[config.mk]
export PLATFORM = sky130hd
export DESIGN_NAME = output_mem_read_arbiter
export DESIGN_NICKNAME = d
export VERILOG_FILES = /design/src/rtl/output_mem_read_arbiter.sv
export SDC_FILE = /design/constraint.sdc
export NUM_CORES = 1
export LEC_CHECK = 0
export BUFFER_PORTS_ARGS = -buffer_cell sky130_fd_sc_hd__buf_2
export CELL_PAD_IN_SITES_DETAIL_PLACEMENT = 0
export CELL_PAD_IN_SITES_GLOBAL_PLACEMENT = 2
export CORE_UTILIZATION = 24
export DETAILED_ROUTE_END_ITERATION = 7
export GPL_ROUTABILITY_DRIVEN = 0
export GPL_TIMING_DRIVEN = 0
export HOLD_SLACK_MARGIN = 0.03
export PLACE_DENSITY_LB_ADDON = 0.1
export SLEW_MARGIN = 40
export SYNTH_ARGS = -nofsm -noshare
export SYNTH_HDL_FRONTEND = slang
export SYNTH_SLANG_ARGS = --single-unit
export TNS_END_PERCENT = 5
[constraint.sdc]
create_clock -name clk -period 2.5 [get_ports clk]
set_input_delay 0.375 -clock clk [delete_from_list [all_inputs] [get_ports clk]]
set_output_delay 0.375 -clock clk [all_outputs]
set_load 0.02 [all_outputs]
[src/rtl/output_mem_read_arbiter.sv]
// output_mem_read_arbiter
// Shares the single read port of the output (partial-sum) memory between the
// partial-sum controller and the DMA readout engine. One read is accepted per
// cycle. An origin-tag FIFO (0 = psum, 1 = dma) tracks up to MAX_OUTSTANDING
// in-flight reads so that returning words are steered back, in order, to the
// requester that issued them.
//
// Build option: define OMEM_ARB_RR_EN for round-robin arbitration between the
// two requesters. Leave it undefined (default) for fixed priority, psum first.
module output_mem_read_arbiter #(
    parameter int ADDR_WIDTH      = 32,
    parameter int DATA_WIDTH      = 32,
    parameter int MAX_OUTSTANDING = 4,
    parameter int CNT_WIDTH       = 3
) (
    input  logic                  clk,
    input  logic                  rst_n,
    // partial-sum controller
    input  logic [ADDR_WIDTH-1:0] psum_radd,
    input  logic                  psum_rden,
    output logic                  psum_rrdy,
    output logic [DATA_WIDTH-1:0] psum_odat,
    output logic                  psum_ovld,
    // DMA readout engine
    input  logic [ADDR_WIDTH-1:0] dma_radd,
    input  logic                  dma_rden,
    output logic                  dma_rrdy,
    output logic [DATA_WIDTH-1:0] dma_odat,
    output logic                  dma_ovld,
    // output memory decoder, read side
    output logic [ADDR_WIDTH-1:0] mem_radd,
    output logic                  mem_rden,
    input  logic [DATA_WIDTH-1:0] mem_odat,
    input  logic                  mem_ovld,
    // status
    output logic [CNT_WIDTH-1:0]  outstanding,
    output logic                  err_unexp
);

    localparam int PTR_W = (MAX_OUTSTANDING > 1) ? $clog2(MAX_OUTSTANDING) : 1;

    typedef enum logic {
        GNT_PSUM = 1'b0,
        GNT_DMA  = 1'b1
    } grant_e;

    // Tag FIFO storage and pointers; pointers wrap naturally (depth is 2^n).
    logic [MAX_OUTSTANDING-1:0] tag_q, tag_d;
    logic [PTR_W-1:0]           wr_ptr_q, wr_ptr_d;
    logic [PTR_W-1:0]           rd_ptr_q, rd_ptr_d;
    logic [CNT_WIDTH-1:0]       cnt_q, cnt_d;

    grant_e                     last_grant_q, last_grant_d;
    logic                       err_q, err_d;

    logic                       psum_ovld_q, psum_ovld_d;
    logic                       dma_ovld_q, dma_ovld_d;
    logic [DATA_WIDTH-1:0]      psum_odat_q, psum_odat_d;
    logic [DATA_WIDTH-1:0]      dma_odat_q, dma_odat_d;

    logic full;
    logic empty;
    logic psum_gnt;
    logic dma_gnt;
    logic push;
    logic pop;
    logic head_tag;

    // No same-cycle pop bypass: a full FIFO blocks both requesters even when
    // a response is returning in this cycle.
    assign full     = (cnt_q == CNT_WIDTH'(MAX_OUTSTANDING));
    assign empty    = (cnt_q == '0);
    assign push     = psum_gnt | dma_gnt;
    assign pop      = mem_ovld & ~empty;
    assign head_tag = tag_q[rd_ptr_q];

    // Combinational grant: at most one requester is accepted per cycle.
    always_comb begin
        psum_gnt = 1'b0;
        dma_gnt  = 1'b0;
        if (!full) begin
`ifdef OMEM_ARB_RR_EN
            if (psum_rden && dma_rden) begin
                // Contended: hand the port to whoever did not win last time.
                if (last_grant_q == GNT_PSUM) begin
                    dma_gnt = 1'b1;
                end else begin
                    psum_gnt = 1'b1;
                end
            end else begin
                psum_gnt = psum_rden;
                dma_gnt  = dma_rden;
            end
`else
            psum_gnt = psum_rden;
            dma_gnt  = dma_rden & ~psum_rden;
`endif
        end
    end

    // Zero-latency issue path to the memory decoder.
    always_comb begin
        mem_radd = '0;
        if (psum_gnt) begin
            mem_radd = psum_radd;
        end else if (dma_gnt) begin
            mem_radd = dma_radd;
        end
    end

    assign mem_rden  = push;
    assign psum_rrdy = psum_gnt;
    assign dma_rrdy  = dma_gnt;

    // Next-state: tag FIFO push/pop, in-flight count, grant history, response routing.
    always_comb begin
        tag_d        = tag_q;
        wr_ptr_d     = wr_ptr_q;
        rd_ptr_d     = rd_ptr_q;
        cnt_d        = cnt_q + CNT_WIDTH'(push) - CNT_WIDTH'(pop);
        last_grant_d = last_grant_q;
        err_d        = err_q | (mem_ovld & empty);
        psum_ovld_d  = pop & ~head_tag;
        dma_ovld_d   = pop & head_tag;
        psum_odat_d  = psum_odat_q;
        dma_odat_d   = dma_odat_q;

        if (push) begin
            tag_d[wr_ptr_q] = dma_gnt;
            wr_ptr_d        = wr_ptr_q + 1'b1;
            last_grant_d    = dma_gnt ? GNT_DMA : GNT_PSUM;
        end

        if (pop) begin
            rd_ptr_d = rd_ptr_q + 1'b1;
            if (head_tag) begin
                dma_odat_d = mem_odat;
            end else begin
                psum_odat_d = mem_odat;
            end
        end
    end

    // State register with synchronous active-low reset; last_grant resets to
    // dma so that psum wins the first contended grant.
    always_ff @(posedge clk) begin
        if (!rst_n) begin
            tag_q        <= '0;
            wr_ptr_q     <= '0;
            rd_ptr_q     <= '0;
            cnt_q        <= '0;
            last_grant_q <= GNT_DMA;
            err_q        <= 1'b0;
            psum_ovld_q  <= 1'b0;
            dma_ovld_q   <= 1'b0;
            psum_odat_q  <= '0;
            dma_odat_q   <= '0;
        end else begin
            tag_q        <= tag_d;
            wr_ptr_q     <= wr_ptr_d;
            rd_ptr_q     <= rd_ptr_d;
            cnt_q        <= cnt_d;
            last_grant_q <= last_grant_d;
            err_q        <= err_d;
            psum_ovld_q  <= psum_ovld_d;
            dma_ovld_q   <= dma_ovld_d;
            psum_odat_q  <= psum_odat_d;
            dma_odat_q   <= dma_odat_d;
        end
    end

    assign psum_ovld   = psum_ovld_q;
    assign dma_ovld    = dma_ovld_q;
    assign psum_odat   = psum_odat_q;
    assign dma_odat    = dma_odat_q;
    assign outstanding = cnt_q;
    assign err_unexp   = err_q;

    // Invariants: the in-flight count never exceeds the FIFO depth, and
    // last_grant always records the requester accepted on the previous edge.
    a_cnt_bound: assert property (@(posedge clk) disable iff (!rst_n)
        cnt_q <= CNT_WIDTH'(MAX_OUTSTANDING));

    a_last_grant: assert property (@(posedge clk) disable iff (!rst_n)
        push |=> ((last_grant_q == GNT_DMA) == $past(dma_gnt)));

endmodule

-- Word level (Yosys, flattened, before mapping)
Index checks and enable logic that the tools add are counted.
- bits in registers: 78
- word-level logic and storage cells: 40
- add/sub/neg operators: 4
- magnitude comparators: 3
- equality and inequality tests: 1
- multiplexer cells: 9
- bitwise gates (word level): 10
- reduce and logical (&&, ||, !) cells: 4
- operator list (cell ; number):
    32-bit two-way mux ; 2
    2-bit by 3-bit less-than comparator with 1-bit output, second input constant ; 2
    1-bit bitwise AND ; 5
    2-bit by 1-bit adder with 2-bit output, second input constant ; 2
    4-bit bitwise mux ; 1
    1-bit two-way mux ; 4
    2-bit AND reduction ; 2
    3-bit by 1-bit adder with 3-bit output ; 1
    3-bit equality test, second input constant ; 1
    3-bit zero test ; 1
    1-bit inverter ; 3
    3-bit by 1-bit subtractor with 3-bit output ; 1
    1-bit binary-select mux with 2-bit select ; 1
    1-bit demux with 2-bit select ; 1
    2-bit by 1-bit greater-or-equal comparator with 1-bit output, second input constant ; 1
    1-bit OR ; 2
    1-bit logical AND ; 1

-- Logic depth before layout (Yosys ltp)
- word-level depth: 6
- depth in mapped cells: 9
- depth with buffers taken out: 8

-- Worst setup path after synthesis
OpenSTA, ideal clock, no wires.
- path kind: reg-to-reg
- start: register cnt_q[2] (netlist: outstanding[2])
- end: register cnt_q[2] (netlist: outstanding[2])
- setup time: 0.115 ns
- data arrival time: 2.168 ns
- data required time: 2.385 ns
- slack: 0.218 ns
- cell stages (with the launch flop): 8
- clock period less this slack: 2.282 ns
- cells stage by stage: dfxtp_1 > nor3b_2 > nor2_1 > ha_1 > fa_1 > xor2_1 > xnor2_1 > and2_1
- longest elaborated chain between the ends: 5
- elaborated cells between the ends (all ways): 9
- those cells by class: add/sub (2); eq/ne (1); mux (2); bitwise (3); reduce/logical (1)
- RTL lines (element ; line ; RTL):
    start, declared ; 51 ; logic [CNT_WIDTH-1:0] cnt_q, cnt_d;
    start signal, assigned ; 162 ; cnt_q <= cnt_d;
    3-bit equality test * ; 71 ; assign full = (cnt_q == CNT_WIDTH'(MAX_OUTSTANDING));
    1-bit two-way mux ; 81 ; if (!full) begin
    1-bit OR * ; 73 ; assign push = psum_gnt | dma_gnt;
    net mem_rden ; 32 ; output logic mem_rden,
    3-bit by 1-bit adder with 3-bit output * ; 120 ; cnt_d = cnt_q + CNT_WIDTH'(push) - CNT_WIDTH'(pop);
    3-bit by 1-bit subtractor with 3-bit output * ; 120 ;
The timed path passes the listed nets; every way through them passes the cells marked *.
A chain may end at the register's enable or synchronous reset.

-- Worst setup path in the final report
- start: register cnt_q[1] (netlist: outstanding[1])
- end: output port mem_radd[23]
- longest elaborated chain between the ends: 4
- elaborated cells between the ends (all ways): 5
- those cells by class: eq/ne (1); mux (4)
- RTL lines (element ; line ; RTL):
    3-bit equality test * ; 71 ;
    1-bit two-way mux ; 81 ;
    32-bit two-way mux ; 106 ; end else if (dma_gnt) begin
    32-bit two-way mux * ; 104 ; if (psum_gnt) begin
    end, declared ; 31 ; output logic [ADDR_WIDTH-1:0] mem_radd,
Mark *: on every way between the ends. The rest lies on a longest branch, timed or not.

==> reports/results.txt <==
The longest individual stage delay on the worst path was 0.39 ns. The run finished with clean final reports. The switching power is 1520 µW, and the count of flip-flops with a built-in enable after synthesis is 0. The fraction of synthesis flops using an asynchronous set or reset pin came out at 0%.

Iteration count of the initial detailed-routing pass: 4. The die covers 14900 µm². The cell sitting at the root of the clock tree is a clkbuf_16. After synthesis, the most frequently instantiated cells are nand2_1, dfxtp_1, mux2i_1. For the required time reported for the critical path endpoint, the log shows 2.12 ns.

The most frequent cell after synthesis is nand2_1. For the number of buffers added by the clock tree synthesis step, the log shows 9. The most used flip-flop cell after synthesis is dfxtp_1. In this run, the clock network consumes 30.0% of the power.

After synthesis the cells add up to 3460 µm². For the number of sinks handled by clock tree synthesis, the log shows 78. The number of hold violations in the final report was 0. The initial utilization of the core area, before any placement, comes to 24.8%.

Clock-pin slew was measured on the worst setup and hold paths at 0.06 ns. The vertical extent of the die came out at 122 µm. Of the cells placed in the final design, the portion with a size suffix greater than 1 is 41.6%. The first global-routing pass estimated 16800 µm of wire.

In this run the power density over the cells is 875 nW/µm². Sorting the synthesized cells by area gives the leading types as dfxtp_1, mux2i_1, nand2_1. Counting flops and latches in the post-synthesis netlist gives 78. The largest voltage drop on the vdd net was 287 µV. Summed over all cells, the static leakage comes to 0.00270 µW. Depth of the CTS H-tree: 3. The worst pin sits at a relative slew slack of 62.0%. The actual slew at the worst max-slew pin is 0.569 ns, and the share of the synthesized area in the top cell type is 45.1%.

The wire-length estimate of the detail-placed layout is 8540 µm. Ratio of routed vias to standard cells: 4.34. Yosys mapped the design onto 32 distinct sky130hd cell types. Max-cap violations in this run came to 0. Each instance of the synthesized netlist takes up on average 9.59 µm². 206 I/O pins were placed.

The highest-delay cell along the critical path is or3b_4. The die is 122 µm wide. The setup violation total in the final timing report is 0. The classification of the worst setup path was reg -> out.

The total core area is 14000 µm². The logs give 0 for the number of warnings issued by yosys and 14.9% for the aggregate global-route resource usage. Type of the most critical hold path: in -> reg. The final routed wire length divided by cell count is 14.5 µm, and the post-detailed-route DRC marker count is 0. The worst register-to-register path has a setup slack of 0.27 ns. The longest clock path from root to sink contains 2 buffers. After routing, the total negative slack on setup checks comes to 0 ns. STA classifies the critical path endpoint as an output port.

The number of antenna violations at the first check in global routing was 1; the row count was 43. The maximum fanout along the worst path came out at 10. The tools report the final cell utilization of the core as 36.5%.

After the first detailed-routing iteration, the DRC count stood at 113. Synthesis produced a netlist with a net count of 469. Hold repair after CTS inserted 0 buffers. The cell count after synthesis is 361, and the layout overhead on the synthesized area is 47.3%.

The cell that appears most often on the critical path is buf_6. For the residual antenna-violating net count after detailed routing, the log shows 0. Entering global routing, the biggest net connects 13 pins. The combinational group share of total power was 35.5%; the arrival time of data at the critical path endpoint was 2.05 ns. Setup repair after global routing could not meet its margin everywhere. For the number of vias after detailed routing, the log shows 3305. The tools report the startpoint class of the critical path as a flop.

The tools report the sequential cell area fraction in the yosys report as 45.1%. The via count of the first global-routing pass was 3173; the post-route fraction of the period consumed by the critical path was 97.1%. The clock latency at the later pin of the worst-skew pair was 0.34 ns.

After global routing the overflow that remains totals 0. The completed layout was analyzed and its total power is 4460 µW. The tools report the antenna cell count as 0.

For the final number of max-transition violations, the log shows 0. Net switching is 34.0% of the power. TritonCTS built the clock tree. Of all cell types, the one taking the most synthesized area is dfxtp_1. The fmax was 412 MHz; the final wirelength was 11000 µm. Between clock sinks in the finished design, the worst skew comes to 0.00553 ns. The tools report the final layout net count as 685.

The clock period could shrink to 2.43 ns. During placement, the flow inserted port buffers numbering 204. In this run, flip-flops and latches consume 34.5% of the power. Internal power comes to 2950 µW. Walking the worst path, the cells encountered are buf_6 -> or3b_4 -> buf_6 -> and2_4 -> buf_6 -> buf_6 -> a22o_1 -> buf_2.
==> what timing repair did <==
item | 4_1_cts | 5_1_grt
cloned | 0 | 0
pin swaps | 0 | 1
gates resized for setup | 3 | 30
setup endpoints to repair | 29 | 29
setup buffers | 0 | 1
==> power by group through the flow <==
stage / Clock, µW / Sequential [µW] / Combinational (µW)
after CTS: 1380 / 1540 / 1560
after global routing: 1440 / 1560 / 1740
after global placement: 0 / 1560 / 1540
final: 1340 / 1540 / 1590
after floorplan: 0 / 1730 / 867
after detailed placement: 0 / 1560 / 1550
==> kinds of logic after synthesis <==
group	share of synthesized area, %
AOI/OAI and AO/OA	10.9
DFF	45.1
buffers and inverters	6.36
muxes	19.1
and+or+nand+nor	14.7
adders and majority gates	2.75
xor gates and xnor gates	1.01
==> per-layer routing <==
metal  vias to the layer above  share of wire [%]  GRT usage, %
li1                       1659                  -             -
met1                      1520                 41          17.2
met2                       110                 50          25.3
met3                        14                8.2          5.20
met4                         2                1.2          5.03
met5                         -               0.12             0
==> area by class of cell <==
class,instances,area [µm²]
fillers,1516,8890
multi-input cells,244,1690
flip-flops and latches,78,1560
repair buffers,205,1080
clock buffers,13,260
well taps,180,225
plain buffers,28,189
clock inverters,3,42.5
inverters,11,41.3
==> state kept, by name, indices dropped and copies added, names as in the netlist <==
register     cells
err_unexp        1
wr_ptr_q         2
psum_odat       32
outstanding      3
rd_ptr_q         2
dma_odat        32
tag_q            4
dma_ovld         1
psum_ovld        1
==> path summary, 6_finish.rpt <==
path | startpoint | to | cells past startpoint
min | mem_odat[23] | dma_odat[23] | 3
max reg2reg | outstanding[1] | outstanding[2] | 9
min reg2reg | psum_odat[26] | psum_odat[26] | 2
max | outstanding[1] | mem_radd[23] | 8
==> worst max-delay path, delay by kind of cell, from the launching register on <==
kind | cells | cell delay [ns]
buf+inv | 5 | 0.68
flops | 1 | 0.32
compound gates | 1 | 0.17
simple gates | 2 | 0.54
==> cell usage in the layout, fill, tap and decap left out, drive strengths merged, types with 5 or more instances in the layout <==
master / n
dfxtp: 78
buf: 218
clkbuf: 28
nand2: 98
a22o: 32
ha: 6
nor2: 7
nor3b: 5
inv: 11
mux2i: 64
==> per-stage QoR <==
stage                     worst slack [ns]  cell area (µm²)  std cells  hold slack, ns
final                               0.0717             5100        762           0.298
after global routing              -0.00807             5100        762           0.292
after CTS                         0.000937             5020        761           0.284
after detailed placement             0.158             4710        745           0.445
after global placement               0.180             4710        745           0.442
after floorplan                      0.218             3460        361           0.487
Power figures use the tool's default switching activity.
